**config.mk**
```make
export PLATFORM = sky130hd
export DESIGN_NAME = fmin_2
export DESIGN_NICKNAME = d
export VERILOG_FILES = /design/src/rtl/fmin_2_pkg.sv /design/src/rtl/fmin_2_classify.sv /design/src/rtl/fmin_2.sv
export SDC_FILE = /design/constraint.sdc
export NUM_CORES = 1
export LEC_CHECK = 0
export ABC_CLOCK_PERIOD_IN_PS = 800
export BUFFER_PORTS_ARGS = -buffer_cell sky130_fd_sc_hd__buf_2
export CELL_PAD_IN_SITES_DETAIL_PLACEMENT = 1
export CELL_PAD_IN_SITES_GLOBAL_PLACEMENT = 1
export CORE_MARGIN = 8
export CORE_UTILIZATION = 34
export CTS_CLUSTER_SIZE = 16
export DETAILED_ROUTE_END_ITERATION = 8
export PLACE_DENSITY = 0.81
export SLEW_MARGIN = 10
export SYNTH_ARGS = -nofsm -noshare
export SYNTH_HDL_FRONTEND = slang
export SYNTH_SLANG_ARGS = --single-unit
```
**constraint.sdc**
```tcl
create_clock -name clk -period 0.8 [get_ports clk]
set_clock_uncertainty 0.15 [all_clocks]
set_input_delay 0.24 -clock clk [delete_from_list [all_inputs] [get_ports clk]]
set_output_delay 0.24 -clock clk [all_outputs]
set_load 0.05 [all_outputs]
```
**src/rtl/fmin_2_pkg.sv**
```systemverilog
// Shared binary32 definitions for the FP ALU: field widths, the canonical NaN,
// the operand view and the per-operand class flags.
package fp_pkg;

  localparam int FLEN   = 32;
  localparam int EXP_W  = 8;
  localparam int MANT_W = 23;

  localparam logic [FLEN-1:0] CANON_NAN = 32'h7FC0_0000;

  typedef struct packed {
    logic              sign;
    logic [EXP_W-1:0]  exp;
    logic [MANT_W-1:0] mant;
  } fp32_t;

  typedef struct packed {
    logic is_nan;
    logic is_snan;
    logic is_zero;
  } fp_class_t;

endpackage

```
**src/rtl/fmin_2_classify.sv**
```systemverilog
// Combinational binary32 classifier producing NaN / signalling-NaN / zero flags.
// The sign bit plays no part in the class, so only exponent and mantissa come in.
module fp_classify
  import fp_pkg::*;
(
  input  logic [EXP_W-1:0]  exp,
  input  logic [MANT_W-1:0] mant,
  output fp_class_t         cls
);

  logic exp_max;
  logic mant_zero;

  assign exp_max   = (exp == '1);
  assign mant_zero = (mant == '0);

  assign cls.is_nan  = exp_max && !mant_zero;
  assign cls.is_snan = exp_max && !mant_zero && !mant[MANT_W-1];
  assign cls.is_zero = (exp == '0) && mant_zero;

endmodule

```
**src/rtl/fmin_2.sv**
```systemverilog
// Registered binary32 minimum with RISC-V FMIN.S semantics, one-cycle latency.
// Optional invalid-operation flag output enabled by defining FMIN_NV_FLAG_EN.
module fmin_2
  import fp_pkg::*;
(
  input  logic            clk,
  input  logic            rst_n,
  input  logic            Fmin_en,
  input  logic [FLEN-1:0] read_data1,
  input  logic [FLEN-1:0] read_data2,
  output logic [FLEN-1:0] mindata_out
`ifdef FMIN_NV_FLAG_EN
  ,
  output logic            fflags_nv
`endif
);

  fp32_t     op_a;
  fp32_t     op_b;
  fp_class_t cls_a;
  fp_class_t cls_b;
  logic      nan_a;
  logic      nan_b;
  logic [FLEN-1:0] min_val;

  assign op_a = read_data1;
  assign op_b = read_data2;

  fp_classify u_cls_a (
    .exp  (op_a.exp),
    .mant (op_a.mant),
    .cls  (cls_a)
  );

  fp_classify u_cls_b (
    .exp  (op_b.exp),
    .mant (op_b.mant),
    .cls  (cls_b)
  );

  // Signalling NaNs are a subset of NaNs; both select identically for the result.
  assign nan_a = cls_a.is_nan | cls_a.is_snan;
  assign nan_b = cls_b.is_nan | cls_b.is_snan;

  // Magnitudes compare as unsigned {exp,mant}; for negatives the larger magnitude wins.
  always_comb begin
    min_val = read_data1;
    if (nan_a && nan_b) begin
      min_val = CANON_NAN;
    end else if (nan_a) begin
      min_val = read_data2;
    end else if (nan_b) begin
      min_val = read_data1;
    end else if (cls_a.is_zero && cls_b.is_zero) begin
      min_val = {op_a.sign | op_b.sign, {(FLEN-1){1'b0}}};
    end else if (op_a.sign != op_b.sign) begin
      min_val = op_a.sign ? read_data1 : read_data2;
    end else if (op_a.sign) begin
      min_val = (read_data1[FLEN-2:0] >= read_data2[FLEN-2:0]) ? read_data1 : read_data2;
    end else begin
      min_val = (read_data1[FLEN-2:0] <= read_data2[FLEN-2:0]) ? read_data1 : read_data2;
    end
  end

  always_ff @(posedge clk or negedge rst_n) begin
    if (!rst_n) begin
      mindata_out <= '0;
    end else if (Fmin_en) begin
      mindata_out <= min_val;
    end else begin
      mindata_out <= '0;
    end
  end

`ifdef FMIN_NV_FLAG_EN
  always_ff @(posedge clk or negedge rst_n) begin
    if (!rst_n) begin
      fflags_nv <= 1'b0;
    end else begin
      fflags_nv <= Fmin_en && (cls_a.is_snan || cls_b.is_snan);
    end
  end
`endif

endmodule

```
==> out/qor.csv <==
stage,metric,value,unit
power_and_ir_drop,Clock power frac,0.175,
power_and_ir_drop,Logic pwr share,0.584,
floorplan,Die W,112,µm
synthesis,Syn Nets,482,
route,DR iter-0 viols,475,
route,DR DRC count,0,
route,DR WL/cell,31.1,µm
global_route,largest net degree at the start of global routing,33,
setup_path,CP Max Fanout,14,
synthesis,Synth top cells by count,"inv_1, nand2_1, nor2_1, dfrtp_1, ha_1",
synthesis,"Distinct cells, synth",53,
synthesis,Post-Syn Instances,383,
clocking,CTS tree,yes,
setup_path,delay of the slowest critical-path stage,0.49,ns
setup_path,CP Launch Type,input pin,
synthesis,ys flop type,dfrtp_1,
global_route,GR Util All Layers,0.279,
global_route,Overflow after GRT,0,
timing,min setup slack post-route,-2.02,ns
floorplan,height of the die,112,µm
synthesis,post-synthesis sequential element count,32,
route,Routed WL,22.7,mm
clocking,root buffer cell,clkbuf_8,
synthesis,Async SR Flop Fraction,1.00,
place,Port Buffer Count,98,
timing,fmax,0.355,GHz
timing,Tcrit/Tclk final,3.52,
layout,register with the most flip-flops,mindata_out,
synthesis,post-synth top area share,0.255,
power_and_ir_drop,net load switching power,3610,µW
route,DR pass1 iterations,5,
synthesis,syn avg cell area,8.21,µm²
clocking,H-tree lvl count,2,
layout,"non-filler cells, final",729,
global_route,first-pass GRT wire length,27.8,mm
power_and_ir_drop,net switching share of the total power,0.442,
outcome,failing checks,"negative hold slack, negative setup slack",
timing,Rel. slew slack,0.666,
route,via count,4967,
timing,Final Hold Fails,32,
setup_path,Buffers & Inverters on Critical Path,5,
timing,count of pins over their slew limit,0,
floorplan,IO Count,99,
synthesis,post-synth top area cell,dfrtp_1,
setup_path,"Arr. time, crit path",2.82,ns
place,placed cell count,687,
floorplan,Die ar.,12600,µm²
layout,area delta synth->final,93.7,%
timing,fin crit period,2.82,ns
power_and_ir_drop,PD cells,1340,nW/µm²
layout,nets,716,
layout,ant diodes,0,
timing,Final Hold Slack,-0.274,ns
synthesis,sequential area share after synthesis,0.255,
place,Place WS,-2.23,ns
route,via/cell ratio,6.81,
setup_path,"slowest stage cell, crit path",a21boi_1,
synthesis,Post-synth EDFFs,0,
timing,Slew @ Worst Pin,0.498,ns
timing,RSZ-0062 raised after global routing,true,
power_and_ir_drop,Int Pwr,4570,µW
power_and_ir_drop,P_leak,0.00274,µW
synthesis,Mapped Area,3150,µm²
clocking,"Clk pin slew, worst setup/hold paths",0.09,ns
route,"antenna viol nets, final",0,
floorplan,starting density of the core,0.345,
setup_path,Top delay family on crit path,compound AO/OA/AOI/OAI gates,
synthesis,largest cells by area after synthesis,"dfrtp_1, ha_1, a221oi_1",
layout,flip-flop count of the largest register after layout,32,
power_and_ir_drop,Reg power frac,0.241,
global_route,vias in the first global route,5079,
outcome,status,finished with violations,
min_path,Hold Crit Class,input pin to async pin,
global_route,initial antenna violation count,0,
clocking,number of CTS-inserted buffers,5,
power_and_ir_drop,Peak supply drop,0.580,mV
run,maxcap violations,0,
clocking,CTS max path bufs,2,
place,Placer Congestion,0.924,
setup_path,Crit path required time,0.80,ns
floorplan,row cnt,35,
layout,share of layout cells above drive strength 1,0.628,
place,DP HPWL,11.7,mm
floorplan,Core Region,9110,µm²
layout,Top Registers,mindata_out x32,
synthesis,Yosys warnings,0,
setup_path,Worst setup EP type,flip-flop,
setup_path,CP Class,input pin to flip-flop,
clocking,Clock Sinks,32,
setup_path,CP Cell Sequence,buf_8 -> buf_4 -> buf_4 -> nand4_1 -> nor2_1 -> a21boi_1 -> buf_4 -> nor4_2 -> a21o_1 -> buf_4 -> a221oi_1 -> nor2_1,
setup_path,crit-path most repeated cell,buf_4,
timing,final-report setup violation count,64,
==> path summary, 6_finish.rpt <==
check | from | slack (ns) | end | cells past startpoint
min in group clk | read_data1[15] | 0.16 | mindata_out[15] | 3
max in group asynchronous | rst_n | 0.55 | mindata_out[6] | 2
min | rst_n | -0.27 | mindata_out[26] | 2
max | read_data2[26] | -2.02 | mindata_out[9] | 12
==> timing repair <==
action,CTS,global route
cloned,0,3
hold endpoints to repair,32,32
pin swaps,25,34
setup buffers,15,17
gates resized for setup,125,85
endpoints found under the setup margin,64,64
==> power by group through the flow <==
stage,combinational (µW),clock [µW],sequential (µW)
4_1_cts,3930,1370,1960
2_1_floorplan,1230,0,2680
3_5_place_dp,3430,0,1940
5_1_grt,4890,1490,1980
3_3_place_gp,3290,0,1930
6_report,4780,1430,1970
==> kinds of logic after synthesis <==
family,after synthesis,share of synthesized area
adders and majority gates,32,0.127
muxes,1,0.00318
DFF,32,0.255
buffers and inverters,64,0.0907
AOI/OAI and AO/OA,121,0.309
xor gates and xnor gates,1,0.00278
and+or+nand+nor,132,0.212
==> cells in the final DEF, fill, tap and decap left out, types with 3 or more instances in the layout <==
| master | netlist | layout |
|---|---|---|
| buf_8 | 0 | 6 |
| ha_4 | 0 | 19 |
| or2_1 | 3 | 3 |
| a32oi_2 | 0 | 5 |
| nand2_1 | 41 | 38 |
| a221oi_1 | 28 | 25 |
| buf_12 | 0 | 6 |
| ha_1 | 32 | 13 |
| clkbuf_8 | 0 | 6 |
| or4_4 | 1 | 3 |
| nor2_1 | 36 | 30 |
| a221oi_2 | 6 | 9 |
| inv_4 | 0 | 13 |
| nor3_2 | 1 | 4 |
| nor4_1 | 11 | 8 |
| nand4_1 | 9 | 9 |
| a32oi_1 | 22 | 17 |
| inv_2 | 0 | 4 |
| nor2_2 | 0 | 4 |
| o21ai_0 | 13 | 11 |
| buf_6 | 5 | 69 |
| a21oi_1 | 19 | 13 |
| nor3_1 | 8 | 5 |
| buf_4 | 1 | 130 |
| o211ai_1 | 7 | 7 |
| nor2_4 | 1 | 3 |
| buf_2 | 3 | 37 |
| a21o_1 | 6 | 6 |
| dfrtp_2 | 0 | 31 |
| inv_1 | 41 | 23 |
| a21oi_2 | 1 | 5 |
| nand3_1 | 4 | 3 |
==> layout make-up <==
type / instances / area [µm²]
multi-input combinational: 287 / 2630
tap: 111 / 139
inverter: 41 / 199
clock buffer: 8 / 90.1
sequential: 32 / 840
timing repair buffer: 250 / 2200
fill: 999 / 3020
==> routing by layer <==
layer / track usage / part of all wire / vias to the layer above
met4: 0.198 / 0.078 / 0
met2: 0.505 / 0.49 / 426
met3: 0.0585 / 0.089 / 155
li1: - / - / 1937
met1: 0.281 / 0.34 / 2449
met5: 0 / 0 / -
==> metrics by stage <==
step / instance area [µm²] / setup TNS, ns / utilization / power, µW
6_report: 6090 / -74.75 / 0.669 / 8180
4_1_cts: 5500 / -67.67 / 0.603 / 7250
3_3_place_gp: 4810 / -70.82 / 0.528 / 5210
2_1_floorplan: 3350 / -59.55 / - / 3910
5_1_grt: 6090 / -76.62 / 0.669 / 8360
3_5_place_dp: 4810 / -73.39 / 0.528 / 5370
Power figures use the tool's default switching activity.
